--- src/rtl/draw_scheduler_pkg.sv ---
// rtl/draw_scheduler_pkg.sv - shared constants, state encoding and pixel helper for draw_scheduler
package draw_scheduler_pkg;

  localparam int GRID_SIZE     = 12;
  localparam int SPACING       = 33;
  localparam int X0            = 214;
  localparam int Y0            = 32;
  localparam int START_TIMEOUT = 16;
  localparam int TMO_W         = $clog2(START_TIMEOUT);

  localparam logic [3:0] GRID_MAX = 4'(GRID_SIZE - 1);

  localparam logic [1:0] COL_OFF      = 2'd0;
  localparam logic [1:0] COL_ON       = 2'd1;
  localparam logic [1:0] COL_CURSOR   = 2'd2;
  localparam logic [1:0] COL_PLAYHEAD = 2'd3;

  localparam logic [1:0] REQ_TOGGLE   = 2'd0;
  localparam logic [1:0] REQ_CURSOR   = 2'd1;
  localparam logic [1:0] REQ_PLAYHEAD = 2'd2;

  typedef enum logic [1:0] {
    ST_IDLE       = 2'd0,
    ST_ISSUE      = 2'd1,
    ST_WAIT_START = 2'd2,
    ST_WAIT_DONE  = 2'd3
  } state_t;

  // 10-bit pixel origin of a grid index; 11*33+214 = 577 still fits.
  function automatic logic [9:0] pix(input logic [3:0] g, input int base);
    return 10'(base) + 10'(g) * 10'(SPACING);
  endfunction

endpackage

--- src/rtl/draw_scheduler_arb.sv ---
// rtl/draw_scheduler_arb.sv - rr_arbiter3: 3-way round-robin arbiter with last-grant pointer
module rr_arbiter3 (
  input  logic       clk_i,
  input  logic       rst_i,
  input  logic [2:0] req_i,
  input  logic       update_i,
  output logic [2:0] grant_o,
  output logic [1:0] idx_o,
  output logic       valid_o
);

  logic [1:0] last_q;
  logic [1:0] order [3];

  always_comb begin
    case (last_q)
      2'd0:    order = '{2'd1, 2'd2, 2'd0};
      2'd1:    order = '{2'd2, 2'd0, 2'd1};
      default: order = '{2'd0, 2'd1, 2'd2};
    endcase
    grant_o = '0;
    idx_o   = 2'd0;
    valid_o = 1'b0;
    // Walk lowest priority first so the highest-priority hit overwrites.
    for (int k = 2; k >= 0; k--) begin
      if (req_i[order[k]]) begin
        grant_o = 3'b001 << order[k];
        idx_o   = order[k];
        valid_o = 1'b1;
      end
    end
  end

  always_ff @(posedge clk_i) begin
    if (rst_i)                    last_q <= 2'd2;
    else if (update_i && valid_o) last_q <= idx_o;
  end

endmodule

--- src/rtl/draw_scheduler.sv ---
// rtl/draw_scheduler.sv - sequences grid-cell draw jobs onto the single vga_display engine
// Optional full-grid clear sweep enabled by DRAW_SCHED_CLEAR_SWEEP_EN.
module draw_scheduler
  import draw_scheduler_pkg::*;
(
  input  logic        CLOCK_50,
  input  logic        Reset,
  input  logic [2:0]  req,
  input  logic [11:0] req_gx,
  input  logic [11:0] req_gy,
  input  logic [5:0]  req_col,
  output logic [2:0]  ack,
  output logic [9:0]  X,
  output logic [8:0]  Y,
  output logic [1:0]  colour,
  output logic        draw_enable,
  input  logic        drawing,
  output logic        busy,
  output logic        err,
  input  logic        clear_start,
  output logic        clear_busy
);

  state_t           state_q, state_d;
  logic [TMO_W-1:0] cnt_q, cnt_d;
  logic [2:0]       ack_q, ack_d;
  logic [9:0]       x_q, x_d;
  logic [8:0]       y_q, y_d;
  logic [1:0]       col_q, col_d;
  logic             de_q, de_d, err_q, err_d;
  logic             sweep_job_q, sweep_job_d;
  logic [2:0]       arb_grant;
  logic [1:0]       arb_idx;
  logic             arb_valid, arb_update, job_end;
  logic [3:0]       sel_gx, sel_gy, sweep_gx, sweep_gy;
  logic [1:0]       sel_col;
  logic             sweep_pend;

  rr_arbiter3 u_arb (
    .clk_i    (CLOCK_50),
    .rst_i    (Reset),
    .req_i    (req),
    .update_i (arb_update),
    .grant_o  (arb_grant),
    .idx_o    (arb_idx),
    .valid_o  (arb_valid)
  );

  always_comb begin
    sel_gx  = req_gx[11:8];
    sel_gy  = req_gy[11:8];
    sel_col = req_col[5:4];
    case (arb_idx)
      REQ_TOGGLE: begin sel_gx = req_gx[3:0]; sel_gy = req_gy[3:0]; sel_col = req_col[1:0]; end
      REQ_CURSOR: begin sel_gx = req_gx[7:4]; sel_gy = req_gy[7:4]; sel_col = req_col[3:2]; end
      default:    ;
    endcase
  end

  always_comb begin
    state_d     = state_q;
    cnt_d       = cnt_q;
    ack_d       = '0;
    de_d        = 1'b0;
    err_d       = 1'b0;
    x_d         = x_q;
    y_d         = y_q;
    col_d       = col_q;
    sweep_job_d = sweep_job_q;
    arb_update  = 1'b0;
    job_end     = 1'b0;
    unique case (state_q)
      ST_IDLE: begin
        // Engine may still be busy after a reset mid-draw; never start over it.
        if (!drawing) begin
          if (sweep_pend) begin
            x_d         = pix(sweep_gx, X0);
            y_d         = 9'(pix(sweep_gy, Y0));
            col_d       = COL_OFF;
            de_d        = 1'b1;
            sweep_job_d = 1'b1;
            state_d     = ST_ISSUE;
          end else if (arb_valid) begin
            arb_update  = 1'b1;
            sweep_job_d = 1'b0;
            ack_d       = arb_grant;
            state_d     = ST_ISSUE;
            if (sel_gx > GRID_MAX || sel_gy > GRID_MAX) begin
              err_d = 1'b1;
            end else begin
              de_d  = 1'b1;
              x_d   = pix(sel_gx, X0);
              y_d   = 9'(pix(sel_gy, Y0));
              col_d = sel_col;
            end
          end
        end
      end
      ST_ISSUE: begin
        cnt_d   = '0;
        state_d = de_q ? ST_WAIT_START : ST_IDLE;
      end
      ST_WAIT_START: begin
        if (drawing) begin
          state_d = ST_WAIT_DONE;
        end else if (cnt_q == TMO_W'(START_TIMEOUT - 1)) begin
          err_d   = 1'b1;
          job_end = 1'b1;
          state_d = ST_IDLE;
        end else begin
          cnt_d = cnt_q + TMO_W'(1);
        end
      end
      ST_WAIT_DONE: begin
        if (!drawing) begin
          job_end = 1'b1;
          state_d = ST_IDLE;
        end
      end
      default: state_d = ST_IDLE;
    endcase
  end

  always_ff @(posedge CLOCK_50) begin
    if (Reset) begin
      state_q     <= ST_IDLE;
      cnt_q       <= '0;
      ack_q       <= '0;
      x_q         <= '0;
      y_q         <= '0;
      col_q       <= '0;
      de_q        <= 1'b0;
      err_q       <= 1'b0;
      sweep_job_q <= 1'b0;
    end else begin
      state_q     <= state_d;
      cnt_q       <= cnt_d;
      ack_q       <= ack_d;
      x_q         <= x_d;
      y_q         <= y_d;
      col_q       <= col_d;
      de_q        <= de_d;
      err_q       <= err_d;
      sweep_job_q <= sweep_job_d;
    end
  end

`ifdef DRAW_SCHED_CLEAR_SWEEP_EN
  logic       clear_pend_q, clear_pend_d;
  logic [3:0] sx_q, sx_d, sy_q, sy_d;

  always_comb begin
    clear_pend_d = clear_pend_q;
    sx_d         = sx_q;
    sy_d         = sy_q;
    if (clear_start && !clear_pend_q) clear_pend_d = 1'b1;
    // Timeouts also end a sweep job, so a dead cell never stalls the sweep.
    if (job_end && sweep_job_q) begin
      if (sx_q == GRID_MAX) begin
        sx_d = '0;
        if (sy_q == GRID_MAX) begin
          sy_d         = '0;
          clear_pend_d = 1'b0;
        end else begin
          sy_d = sy_q + 4'd1;
        end
      end else begin
        sx_d = sx_q + 4'd1;
      end
    end
  end

  always_ff @(posedge CLOCK_50) begin
    if (Reset) begin
      clear_pend_q <= 1'b0;
      sx_q         <= '0;
      sy_q         <= '0;
    end else begin
      clear_pend_q <= clear_pend_d;
      sx_q         <= sx_d;
      sy_q         <= sy_d;
    end
  end

  assign sweep_pend = clear_pend_q;
  assign sweep_gx   = sx_q;
  assign sweep_gy   = sy_q;
`else
  logic unused_clear_start;
  assign unused_clear_start = clear_start;
  assign sweep_pend = 1'b0;
  assign sweep_gx   = 4'd0;
  assign sweep_gy   = 4'd0;
`endif

  assign ack         = ack_q;
  assign X           = x_q;
  assign Y           = y_q;
  assign colour      = col_q;
  assign draw_enable = de_q;
  assign err         = err_q;
  assign busy        = (state_q != ST_IDLE);
  assign clear_busy  = sweep_pend;

endmodule

--- config.mk ---
export PLATFORM = sky130hd
export DESIGN_NAME = draw_scheduler
export DESIGN_NICKNAME = d
export VERILOG_FILES = /design/src/rtl/draw_scheduler_pkg.sv /design/src/rtl/draw_scheduler_arb.sv /design/src/rtl/draw_scheduler.sv
export SDC_FILE = /design/constraint.sdc
export NUM_CORES = 1
export LEC_CHECK = 0
export CAP_MARGIN = 20
export CORE_MARGIN = 3
export CORE_UTILIZATION = 44
export CTS_CLUSTER_SIZE = 20
export DETAILED_ROUTE_END_ITERATION = 10
export GPL_ROUTABILITY_DRIVEN = 0
export GPL_TIMING_DRIVEN = 0
export PLACE_DENSITY = 0.84
export SLEW_MARGIN = 20
export SYNTH_ARGS = -nofsm -noshare
export SYNTH_HDL_FRONTEND = slang
export SYNTH_SLANG_ARGS = --single-unit
--- constraint.sdc ---
create_clock -name CLOCK_50 -period 4.8 [get_ports CLOCK_50]
set_clock_uncertainty 0.1 [all_clocks]
set_input_delay 0.96 -clock CLOCK_50 [delete_from_list [all_inputs] [get_ports CLOCK_50]]
set_output_delay 0.96 -clock CLOCK_50 [all_outputs]
set_load 0.01 [all_outputs]
### Yosys cells after proc, flatten, opt, wreduce, memory -nomap -nowiden

Cells that the tools add are included.

* register bits after elaboration: 34
* input bits: 37
* output and inout port bits: 28

* add/sub/neg operators: 3
* multipliers: 2
* $lt $le $gt $ge: 5
* equality and inequality tests: 12
* shifts and indexed selects: 3
* muxes and demuxes: 39
* bitwise gates (word level): 4
* reductions and logical operators: 11

Operator list (count)
* 4-bit case mux with 2 select lines: 3
* 2-bit two-way mux: 9
* 1-bit two-way mux: 15
* 6-bit case mux with 2 select lines: 1
* 8-bit by 10-bit adder with 10-bit output, first input constant: 1
* 4-bit by 6-bit multiplier with 10-bit output, second input constant: 1
* 6-bit by 9-bit adder with 9-bit output, first input constant: 1
* 2-bit by 3-bit less-than comparator with 1-bit output, second input constant: 3
* 4-bit by 6-bit multiplier with 9-bit output, second input constant: 1
* 3-bit two-way mux: 3
* 1-bit by 2-bit << shifter with 3-bit output, first input constant: 3
* 4-bit greater-than comparator, second input constant: 2
* 4-bit two-way mux: 2
* 2-bit != test, second input constant: 4
* 2-bit case mux with 4 select lines: 1
* 4-bit AND reduction: 2
* 1-bit binary-select mux with 2-bit select: 3
* 2-bit by 1-bit == test with 1-bit output, second input constant: 3
* 2-bit zero test: 3
* 4-bit by 1-bit adder with 4-bit output, second input constant: 1
* 2-bit == test, second input constant: 2
* 4-bit == test, second input constant: 1
* 1-bit inverter: 4
* 2-bit case mux with 2 select lines: 1
* other kinds (8): 9

### Logic depth before layout (Yosys ltp)

* depth in word-level cells: 15
* mapped depth: 14
* gate-level depth less buffers: 13

### Cells and area by module

A second synthesis with hierarchy kept.

* cells, all modules: 214
* area total of the unflattened synthesis: 1824.2 µm²

Modules (own cells, without submodules)
* draw_scheduler: instances 1, cells an instance 193, area each 1659.1 µm², seq. area each 620.6 µm²
* rr_arbiter3: instances 1, cells an instance 21, area each 165.2 µm², seq. area each 40.0 µm²

### Worst setup path after synthesis

Ideal clock, no wire load.

* kind: input-to-reg
* start: input req[2]
* end: register x_q[9], in the netlist X[9]
* setup time: 124 ps
* arrival: 3532 ps
* data required time: 4576 ps
* slack: 1044 ps
* stages on the path: 13
* path buffers: 1
* cell sequence: and3b_1 > or2_2 > clkbuf_1 > a222oi_1 > inv_1 > ha_1 > ha_1 > ha_1 > a21oi_1 > nor2_1 > and4_1 > nor4_1 > a21oi_1

* word-level cells in the longest chain between the ends: 11
* elaborated cells on any way between the ends: 23
* those cells by class: 1 x add/sub; 1 x mul; 2 x order compare; 1 x eq/ne; 14 x mux; 1 x bitwise; 3 x reduce/logical

Ends and longest elaborated chain
* start: declaration: line draw_scheduler.sv:8 `input logic [2:0] req,`
* branches (longest 11 deep; another with 4-bit by 6-bit multiplier with 10-bit output)
* end signal: assignment: line draw_scheduler.sv:129 `x_q <= '0;`
* end signal: assignment: line draw_scheduler.sv:139 `x_q <= x_d;`
* end: declaration: line draw_scheduler.sv:27 `logic [9:0] x_q, x_d;`

Parallel ways; which one is timed is not known. The select of a mux whose other input is x is not followed.
A chain may end at the register's enable or synchronous reset.

### Worst setup path after layout

Same ends and word-level chain as after synthesis.

==> qor_table.md <==
| Group | Parameter | This run |
| --- | --- | --- |
| routing | DRT antenna net count | 0 |
| routing | Total Routed Length | 4640 µm |
| clocking | Clock slew seen by the registers of the worst setup and hold paths | 70 ps |
| logic synthesis | Mean instance size in the synthesized netlist | 9.23 µm² |
| place | Buffers on Ports | 60 |
| clocking | Hold-fix buffer count after cts | 0 |
| place | Half-perimeter wire length after detailed placement | 3400 µm |
| global routing | Global-route wire length before repair | 7870 µm |
| layout | Synthesis-to-finish area growth | 46.0% |
| logic synthesis | Cell area after technology mapping | 1780 µm² |
| die | Die Footprint | 4850 µm² |
| routing | Detailed Routing Iterations Pass 1 | 4 |
| logic synthesis | Most common flop cell mapped by yosys | sky130_fd_sc_hd__dfxtp_1 |
| logic synthesis | Proportion of synthesized chip area in sequential cells | 37.1% |
| clocking | CTS root buf | sky130_fd_sc_hd__clkbuf_8 |
| critical path | Worst Path Class, Setup | primary input to flop |
| routing | Initial drt markers | 171 |
| critical path | Data arrival at the endpoint of the critical path | 4580 ps |
| logic synthesis | Yosys top cell area share | 37.1% |
| pwr | Total power density per cell area | 342 nW/µm² |
| layout | Number of nets in the finished design | 310 |
| logic synthesis | Biggest area consumer among synthesized cells | sky130_fd_sc_hd__dfxtp_1 |
| global routing | Global-route total usage across every layer | 20.2% |
| die | Die H | 69.6 µm |
| critical path | Launch point of the worst reg-to-reg path | u_arb.last_q[1]$_SDFFE_PP1P_ |
| critical path | Critical register-to-register path endpoint | X[9]$_SDFFE_PP0P_ |
| layout | Number of antenna diodes | 0 |
| min path | Launch point of the worst hold path | X[8]$_SDFFE_PP0P_ |
| global routing | Met2 global-route usage | 32.5% |
| sta | Number of endpoints with negative hold slack in the final report | 0 |
| sta | Setup repair after global routing missed its margin | no |
| routing | Ratio of routed vias to standard cells | 5.37 |
| min path | End of the worst hold path | X[8]$_SDFFE_PP0P_ |
| logic synthesis | List of most frequent post-synthesis cells | sky130_fd_sc_hd__dfxtp_1, sky130_fd_sc_hd__nor2_1, sky130_fd_sc_hd__a21oi_1, sky130_fd_sc_hd__inv_1 |
| logic synthesis | Synthesized instance count | 193 |
| logic synthesis | Netlist cell types | 46 |
| sta | Setup-violating endpoint count in the final report | 0 |
| clocking | Number of buffers inserted during clock tree synthesis | 5 |
| logic synthesis | Share of flip-flops with an asynchronous set or reset | 0% |
| routing | Total DRC errors in the routed layout | 0 |
| sta | Relative max-transition margin | 51.4% |
| critical path | Startpoint kind of the worst setup timing path | primary input |
| pwr | Static leakage power | 1.03 nW |
| sta | Max Clock Freq | 0.222 GHz |
| pwr | Total chip power | 0.889 mW |
| global routing | Global route total overflow | 0 |
| logic synthesis | Post-synthesis register bit count | 33 |
| routing | Routed via count | 1676 |
| sta | Worst-margin pin slew | 727 ps |
| clocking | Deepest level of the CTS H-tree | 2 |
| min path | Cell count of the worst hold path | 2 |
| logic synthesis | Most frequent cell after synthesis | sky130_fd_sc_hd__dfxtp_1 |
| job | Max-cap violation count | 0 |
| sta | Final critical delay including setup and external delays | 4510 ps |
| die | Core Footprint | 3770 µm² |
| routing | Routed WL per cell | 14.9 µm |
| global routing | Antenna violations before repair | 0 |
| critical path | Endpoint type of the worst setup path | flop |
| global routing | Gr busiest metal | met2 |
| place | Post-Place Worst Slack | -78.2 ps |
| logic synthesis | Number of enable flip-flop cells after synthesis | 0 |
| sta | Period utilization | 93.9% |
| pwr | VDD IR max | 0.000196 V |
| logic synthesis | Leading cell types by total area after synthesis | sky130_fd_sc_hd__dfxtp_1, sky130_fd_sc_hd__ha_1, sky130_fd_sc_hd__mux2i_1, sky130_fd_sc_hd__a211oi_2, sky130_fd_sc_hd__nor2_1 |
| clocking | Total clock sinks | 33 |
| die | Effective utilization at floorplan | 47.2% |
| clocking | CTS tree | built |
| global routing | Met3 Resource Use GR | 5.94% |
| critical path | Reg2Reg Depth | 14 |
| global routing | Met1 routing resource usage after global routing | 25.0% |
| outcome | Run status | finished clean |
| min path | Path type of the worst min-delay path | flop to flop |
| critical path | R2R Setup Slk | 1250 ps |
| critical path | Critical path peak fanout | 7 |
| logic synthesis | Ys Warns | 0 |
| clocking | Number of buffers between clock root and the deepest sink | 2 |
| global routing | Largest net degree at the start of global routing | 12 |
| clocking | Clock insertion delay at the later pin of the skew report | 290 ps |
| sta | Worst path setup slack after routing | 294 ps |
| sta | Number of slew-limit violations in the final report | 0 |
| die | Number of primary I/O pins | 65 |
| die | Total number of placement rows | 22 |
| critical path | Critical Path RT | 4870 ps |
| layout | Fraction of final layout cells sized beyond drive strength 1 | 11.0% |
| global routing | Vias in the first global route | 1700 |
| die | Chip width | 69.6 µm |
==> kinds of logic (layout without fill, tap and decap cells) <==
kind of cell	Yosys count	in the layout	share of synthesized area (%)
AOI/OAI and AO/OA	51	51	23.5
adders and majority gates	10	10	7.44
other	1	2	0.210
muxes	9	9	5.06
buffers and inverters	20	90	5.90
and+or+nand+nor	62	62	17.4
xor gates and xnor gates	7	7	3.44
DFF	33	33	37.1
==> timing repair <==
action,in CTS,in global routing
setup buffers,0,2
hold endpoints to repair,0,0
endpoints found under the setup margin,0,1
gates resized for setup,0,1
==> cell type report <==
| type | instances | area [µm²] |
|---|---|---|
| fillers | 308 | 1170 |
| multi-input cells | 141 | 1030 |
| flip-flops and latches | 33 | 661 |
| repair buffers | 62 | 616 |
| clock buffers | 5 | 68.8 |
| clock inverters | 3 | 65.1 |
| plain buffers | 9 | 63.8 |
| well taps | 48 | 60.1 |
| inverters | 11 | 41.3 |
==> routing by layer <==
metal / wire length (µm) / vias up
met5: 0 / -
met4: 92 / 0
met3: 274 / 10
met2: 2210 / 58
met1: 2060 / 779
li1: - / 829
==> state kept, by name, indices dropped and copies added, names as in the netlist <==
register and flops:
cnt_q 4, X 10, state_q 2, Y 8, ack 3, colour 2, u_arb.last_q 2, err 1
draw_enable 1
==> how the worst max path moves through the flow <==
stage | start | depth (start not counted) | to
after floorplan | req[2] | 13 | X[9]$_SDFFE_PP0P_
after global placement | req[2] | 14 | X[9]$_SDFFE_PP0P_
after detailed placement | req[2] | 14 | X[9]$_SDFFE_PP0P_
after global routing | req[2] | 15 | X[9]$_SDFFE_PP0P_
final | req[2] | 15 | X[9]$_SDFFE_PP0P_
after CTS | req[2] | 14 | X[9]$_SDFFE_PP0P_
==> critical path, cell delays in order <==
cell and delay (ps):
sky130_fd_sc_hd__clkdlybuf4s50_1 590, sky130_fd_sc_hd__and3b_1 260, sky130_fd_sc_hd__or2_2 300, sky130_fd_sc_hd__clkbuf_1 210
sky130_fd_sc_hd__a222oi_1 380, sky130_fd_sc_hd__buf_4 180, sky130_fd_sc_hd__inv_1 50, sky130_fd_sc_hd__ha_1 290
sky130_fd_sc_hd__ha_1 250, sky130_fd_sc_hd__ha_1 230, sky130_fd_sc_hd__a21oi_1 230, sky130_fd_sc_hd__nor2_1 90
sky130_fd_sc_hd__and4_1 200, sky130_fd_sc_hd__nor4_1 240, sky130_fd_sc_hd__a21oi_1 120
==> placed cells by master, fill, tap and decap left out, types with 2 or more instances in the layout <==
cell type	Yosys	final
sky130_fd_sc_hd__clkbuf_8	0	5
sky130_fd_sc_hd__a21oi_1	14	14
sky130_fd_sc_hd__nor3b_1	2	2
sky130_fd_sc_hd__a21o_1	3	3
sky130_fd_sc_hd__nand2b_1	7	7
sky130_fd_sc_hd__o21ai_0	3	3
sky130_fd_sc_hd__a222oi_1	4	4
sky130_fd_sc_hd__nor2b_1	5	5
sky130_fd_sc_hd__a211oi_2	7	7
sky130_fd_sc_hd__o21bai_1	2	2
sky130_fd_sc_hd__buf_4	3	5
sky130_fd_sc_hd__o2bb2ai_1	2	2
sky130_fd_sc_hd__nor3_1	5	5
sky130_fd_sc_hd__clkdlybuf4s50_1	0	60
sky130_fd_sc_hd__mux2i_1	9	9
sky130_fd_sc_hd__xor2_1	4	4
sky130_fd_sc_hd__conb_1	1	2
sky130_fd_sc_hd__nand2_1	9	9
sky130_fd_sc_hd__dfxtp_1	33	33
sky130_fd_sc_hd__or2_2	2	2
sky130_fd_sc_hd__nand3_1	5	5
sky130_fd_sc_hd__xnor2_1	3	3
sky130_fd_sc_hd__bufinv_16	0	2
sky130_fd_sc_hd__o22ai_1	2	2
sky130_fd_sc_hd__clkbuf_1	4	4
sky130_fd_sc_hd__inv_1	11	11
sky130_fd_sc_hd__o21a_1	2	2
sky130_fd_sc_hd__ha_1	9	9
sky130_fd_sc_hd__nor2_1	21	21
==> power by group <==
part,total (mW),switching (mW),leakage (nW),internal [mW]
registers,0.313,0.0144,0.270,0.298
clock network,0.313,0.107,0.0681,0.206
logic,0.263,0.126,0.688,0.137
total,0.889,0.247,1.03,0.641
==> metrics by stage <==
stage          hold slack [ps]  utilization, %  setup TNS (ps)  instances  cell area [µm²]
4_1_cts                    361            68.4               0        310             2580
3_3_place_gp               342            64.9               0        302             2450
6_report                   358            69.0               0        312             2600
3_5_place_dp               351            64.9           -78.2        302             2450
2_1_floorplan              365               -               0        194             1790
5_1_grt                    397            69.0               0        312             2600
(Power assumes the default switching activity.)
